### config.mk
export PLATFORM = sky130hd
export DESIGN_NAME = spram_arbiter
export DESIGN_NICKNAME = d
export VERILOG_FILES = /design/src/rtl/spram_arbiter.sv
export SDC_FILE = /design/constraint.sdc
export NUM_CORES = 1
export LEC_CHECK = 0
export CORE_MARGIN = 2
export CORE_UTILIZATION = 40
export CTS_BUF_LIST = sky130_fd_sc_hd__clkbuf_16
export DETAILED_ROUTE_END_ITERATION = 6
export PLACE_DENSITY = 0.95
export SLEW_MARGIN = 20
export SYNTH_ARGS = -nofsm -noshare
export SYNTH_HDL_FRONTEND = slang
export SYNTH_SLANG_ARGS = --single-unit
### constraint.sdc
create_clock -name clk -period 2.4 [get_ports clk]
set_clock_uncertainty 0.1 [all_clocks]
set_input_delay 0.48 -clock clk [delete_from_list [all_inputs] [get_ports clk]]
set_output_delay 0.48 -clock clk [all_outputs]
set_load 0.01 [all_outputs]
### src/rtl/spram_arbiter.sv
// Two-port arbiter sharing a single ice40up5k SPRAM; each access takes 3 cycles.
// Define SPRAM_ARB_RR_EN for round-robin arbitration; otherwise port 0 has fixed priority.
module spram_arbiter #(
  parameter int WORDS  = 32768,
  parameter int ADDR_W = 17
) (
  input  logic              clk,
  input  logic              resetn,
  input  logic              m0_valid,
  output logic              m0_ready,
  input  logic [ADDR_W-1:0] m0_addr,
  input  logic [31:0]       m0_wdata,
  input  logic [3:0]        m0_wstrb,
  output logic [31:0]       m0_rdata,
  input  logic              m1_valid,
  output logic              m1_ready,
  input  logic [ADDR_W-1:0] m1_addr,
  input  logic [31:0]       m1_wdata,
  input  logic [3:0]        m1_wstrb,
  output logic [31:0]       m1_rdata,
  output logic [3:0]        spram_wen,
  output logic [21:0]       spram_addr,
  output logic [31:0]       spram_wdata,
  input  logic [31:0]       spram_rdata
);

  localparam int WORD_W = $clog2(WORDS);

  typedef enum logic [1:0] {IDLE, ACCESS, RESP} state_t;

  state_t            state_reg, state_next;
  logic              grant_reg, last_grant_reg, pick;
  logic [WORD_W-1:0] word_reg;
  logic [31:0]       wdata_reg;
  logic [3:0]        wstrb_reg;

  // Only the low word-index bits select a location; the rest alias away.
  logic unused_addr_bits;
  assign unused_addr_bits = ^{m0_addr, m1_addr};

  always_ff @(posedge clk or negedge resetn) begin
    if (!resetn) state_reg <= IDLE;
    else         state_reg <= state_next;
  end

  always_comb begin
    state_next = state_reg;
    case (state_reg)
      IDLE:    if (m0_valid || m1_valid) state_next = ACCESS;
      ACCESS:  state_next = RESP;
      RESP:    state_next = IDLE;
      default: state_next = IDLE;
    endcase
  end

`ifdef SPRAM_ARB_RR_EN
  assign pick = (m0_valid && m1_valid) ? ~last_grant_reg : ~m0_valid;
`else
  assign pick = ~m0_valid;
`endif

  // Request fields are captured at grant so a dropped valid cannot corrupt the access.
  always_ff @(posedge clk or negedge resetn) begin
    if (!resetn) begin
      grant_reg      <= 1'b0;
      last_grant_reg <= 1'b1;
      word_reg       <= '0;
      wdata_reg      <= '0;
      wstrb_reg      <= '0;
    end else begin
      if (state_reg == IDLE && (m0_valid || m1_valid)) begin
        grant_reg <= pick;
        word_reg  <= pick ? m1_addr[WORD_W+1:2] : m0_addr[WORD_W+1:2];
        wdata_reg <= pick ? m1_wdata : m0_wdata;
        wstrb_reg <= pick ? m1_wstrb : m0_wstrb;
      end
      if (state_reg == RESP) last_grant_reg <= grant_reg;
    end
  end

  always_comb begin
    m0_ready    = 1'b0;
    m1_ready    = 1'b0;
    m0_rdata    = '0;
    m1_rdata    = '0;
    spram_wen   = '0;
    spram_addr  = '0;
    spram_wdata = '0;
    case (state_reg)
      ACCESS: begin
        spram_addr  = {{(22-WORD_W){1'b0}}, word_reg};
        spram_wdata = wdata_reg;
        spram_wen   = wstrb_reg;
      end
      RESP: begin
        spram_addr = {{(22-WORD_W){1'b0}}, word_reg};
        if (grant_reg) begin
          m1_ready = 1'b1;
          m1_rdata = spram_rdata;
        end else begin
          m0_ready = 1'b1;
          m0_rdata = spram_rdata;
        end
      end
      default: ;
    endcase
  end

endmodule
==> run summary <==
Fin crit share = 1.022
Die area = 0.01091 mm^2
First-pass DRT Iterations = 4
DR DRC count = 0
Routed wire length = 14,350 um
Pwr Density = 1002 mW/mm^2
Die X = 104.4 um
Drt wl/cell = 17.60 um
Detailed Route Iter0 Violations = 105
Nets = 825
Lkg Pwr = 3.911 nW
Post-Synth Adder-Cell Area = 0.01240
H-tree levels = 2
Slowest CP cell = clkdlybuf4s50_1
Largest family of logic cells by synthesized area = simple AND/OR/NAND/NOR gates
Mux contribution to synthesized area = 0.002791
Critical Path Fanout Max = 8
Max incr delay on CP = 0.54 ns
Worst VDD drop = 0.0005749 V
Worst reg2reg path depth = 6
Initial antenna violation count = 2
Most common cell after layout, fill and taps aside = clkdlybuf4s50_1
Slew margin rel. = 0.5874
# IOs = 266
Register area share after synthesis = 0.3349
Via density = 4.974
Largest net degree at the start of global routing = 48
Vias in the first global route = 4,232
Routed Antenna Nets = 0
Storage cell area = 0.001353 mm^2
Setup violators final = 2
Worst min path class = in2async
Clock network power share = 0.119
Max reg flops = 32
Slew Viols, Final = 0
Synthesized cell area = 0.004035 mm^2
Clk root buf = clkbuf_16
Multi-input gate area = 0.002366 mm^2
Required time of the critical path = 1.82 ns
Synth Flop Type = dfrtp_1
Core area = 0.009774 mm^2
CTS hold repair buffers = 0
Syn Inst Count = 436
Syn Area/Cell = 9.255 um^2
Asr flop ratio synth = 1.000
Area growth syn-to-layout = 71.78%
Seq pwr share = 0.242
Layout cell share with drive strength beyond 1 = 0.2059
CP cell instances = inv_2 > ha_4 > nor2b_4 > buf_4 > clkdlybuf4s50_1
Commonest non-fill, non-tap cells in the layout = clkdlybuf4s50_1, and2_1, nor3_1, dfrtp_1, dlymetal6s2s_1
Max Clk Rate = 0.4079 GHz
Reg2reg end = wdata_reg[24]$_DFFE_PN0P_
Rows = 36
Comb pwr share = 0.639
Skew-Pair Late Insertion Delay = 0.28 ns
EDFF count, synth = 0
Setup TNS = -0.05392 ns
Maxcap violations = 0
Sw Pwr = 0.002758 W
Final worst setup slack = -0.05161 ns
Sw frac = 0.3970
Complex-gate fraction of the synthesized area = 0.02264
Worst R2R Setup Slack = 0.52 ns
Global-route wire length before repair = 21,800 um
Internal power = 0.004189 W
Period minus WS final = 2.452 ns
Port Buffers = 254
RD Place Congestion = 0.8525
Setup crit start kind = flop
Dpl hpwl = 10,500 um
Final hold slack = 0.09465 ns
Failing checks = negative setup slack
Synth warn = 0
CP arrival = 1.87 ns
Crit Path Class = reg2out
CTS tree = yes
GR Overflow Total = 0
Crit end category = output pin
Number of buffers created by CTS = 5
Final Hold Fails = 0
Reg-to-Reg Start = state_reg[1]$_DFFE_PN0P_
Initial Util = 0.4128
Max clock buf depth = 2
DP Worst Slack = 0.06794 ns
Clock sink count = 54
Flops & latches, synth = 54
CTS clk-pin slew, worst paths = 0.07 ns
Height of the die = 104.4 um
Total GRT Usage = 0.2490
Worst-Margin Slew = 0.6189 ns
Fillers = 720
Outcome = complete, but fails checks
Synth cell types = 30
Simple-gate share of the synthesized area = 0.5312
Via Count = 4,054
Synth Area in XOR/XNOR = 0
Unrepaired setup endpoints after global routing = true
-- stage by stage --
step	area [um^2]	cells	util	total power, W
after floorplan	4058	442	-	0.004180
after global placement	6534	797	0.6685	0.005940
after detailed placement	6534	797	0.6685	0.006072
after CTS	6750	810	0.6906	0.006988
after global routing	6932	815	0.7092	0.007379
final	6932	815	0.7092	0.006947
-- power groups by stage --
stage	Combinational (W)	Sequential, W	Clock [W]
floorplan	0.00259	0.00159	0
global placement	0.00429	0.00165	0
detailed placement	0.00439	0.00168	0
CTS	0.00448	0.00167	0.000835
global route	0.00476	0.00174	0.000875
finish	0.00444	0.00168	0.000823
-- per-layer routing --
metal,track usage,wire (um),share of wire
met2,0.4893,7950,0.55
met4,0.07722,313,0.022
met1,0.2642,5313,0.37
met5,0,0,0
met3,0.04637,770,0.054
-- final cells by class --
cell class,count,share of cell area
Timing Repair Buffer,277,0.4137
Multi-Input combinational cell,339,0.3413
Sequential cell,54,0.1951
Tap cell,133,0.02401
Clock buffer,5,0.01805
Clock inverter,3,0.005957
Inverter,2,0.001083
Antenna cell,2,0.0007220
-- logic make-up (layout without fill, tap and decap cells) --
family	Yosys count	in the layout
AOI/OAI and AO/OA	13	13
adders and majority gates	4	4
buffers and inverters	49	287
DFF	54	54
muxes	1	1
other	1	9
and+or+nand+nor	314	314
-- what timing repair did --
item | CTS | global route
setup buffers | 2 | 3
cloned | 3 | 0
setup endpoints to repair | 117 | 75
resized for setup | 78 | 71
pin swaps | 0 | 1
-- Yosys cell counts (5+ instances only) --
library cell   n  area [um^2]
buf_6          5        56.30
buf_4          8        60.06
dfrtp_1       54         1351
clkbuf_8       5        68.82
and3_1        32        200.2
and3b_1       32        280.3
nor2_1        12        45.04
nor3_1        55        275.3
clkbuf_1      17        63.81
and2_1        83        519.3
and3b_2       14        140.1
o22ai_1        5        31.28
nor2_2        40        250.2
nor3_2        40        400.4
-- worst max-delay path: cells and delay by family, from the launching register on --
kind | cells | cell delay (ns)
adders and majority gates | 1 | 0.18
buffers and inverters | 3 | 0.83
DFF | 1 | 0.39
and+or+nand+nor | 1 | 0.19
-- worst max path at each step --
stage                     depth (start not counted)       endpoint  slack (ns)                      from
after floorplan                                   5   m0_rdata[10]        0.53  state_reg[0]$_DFFE_PN0P_
after global placement                            3   m1_rdata[20]        0.11           spram_rdata[20]
after detailed placement                          6   m0_rdata[29]        0.07  state_reg[0]$_DFFE_PN0P_
after CTS                                         4  spram_addr[8]       -0.13  state_reg[1]$_DFFE_PN0P_
after global routing                              5       m0_ready       -0.13  state_reg[0]$_DFFE_PN0P_
final                                             5       m0_ready       -0.05  state_reg[0]$_DFFE_PN0P_
(Power assumes the default switching activity.)
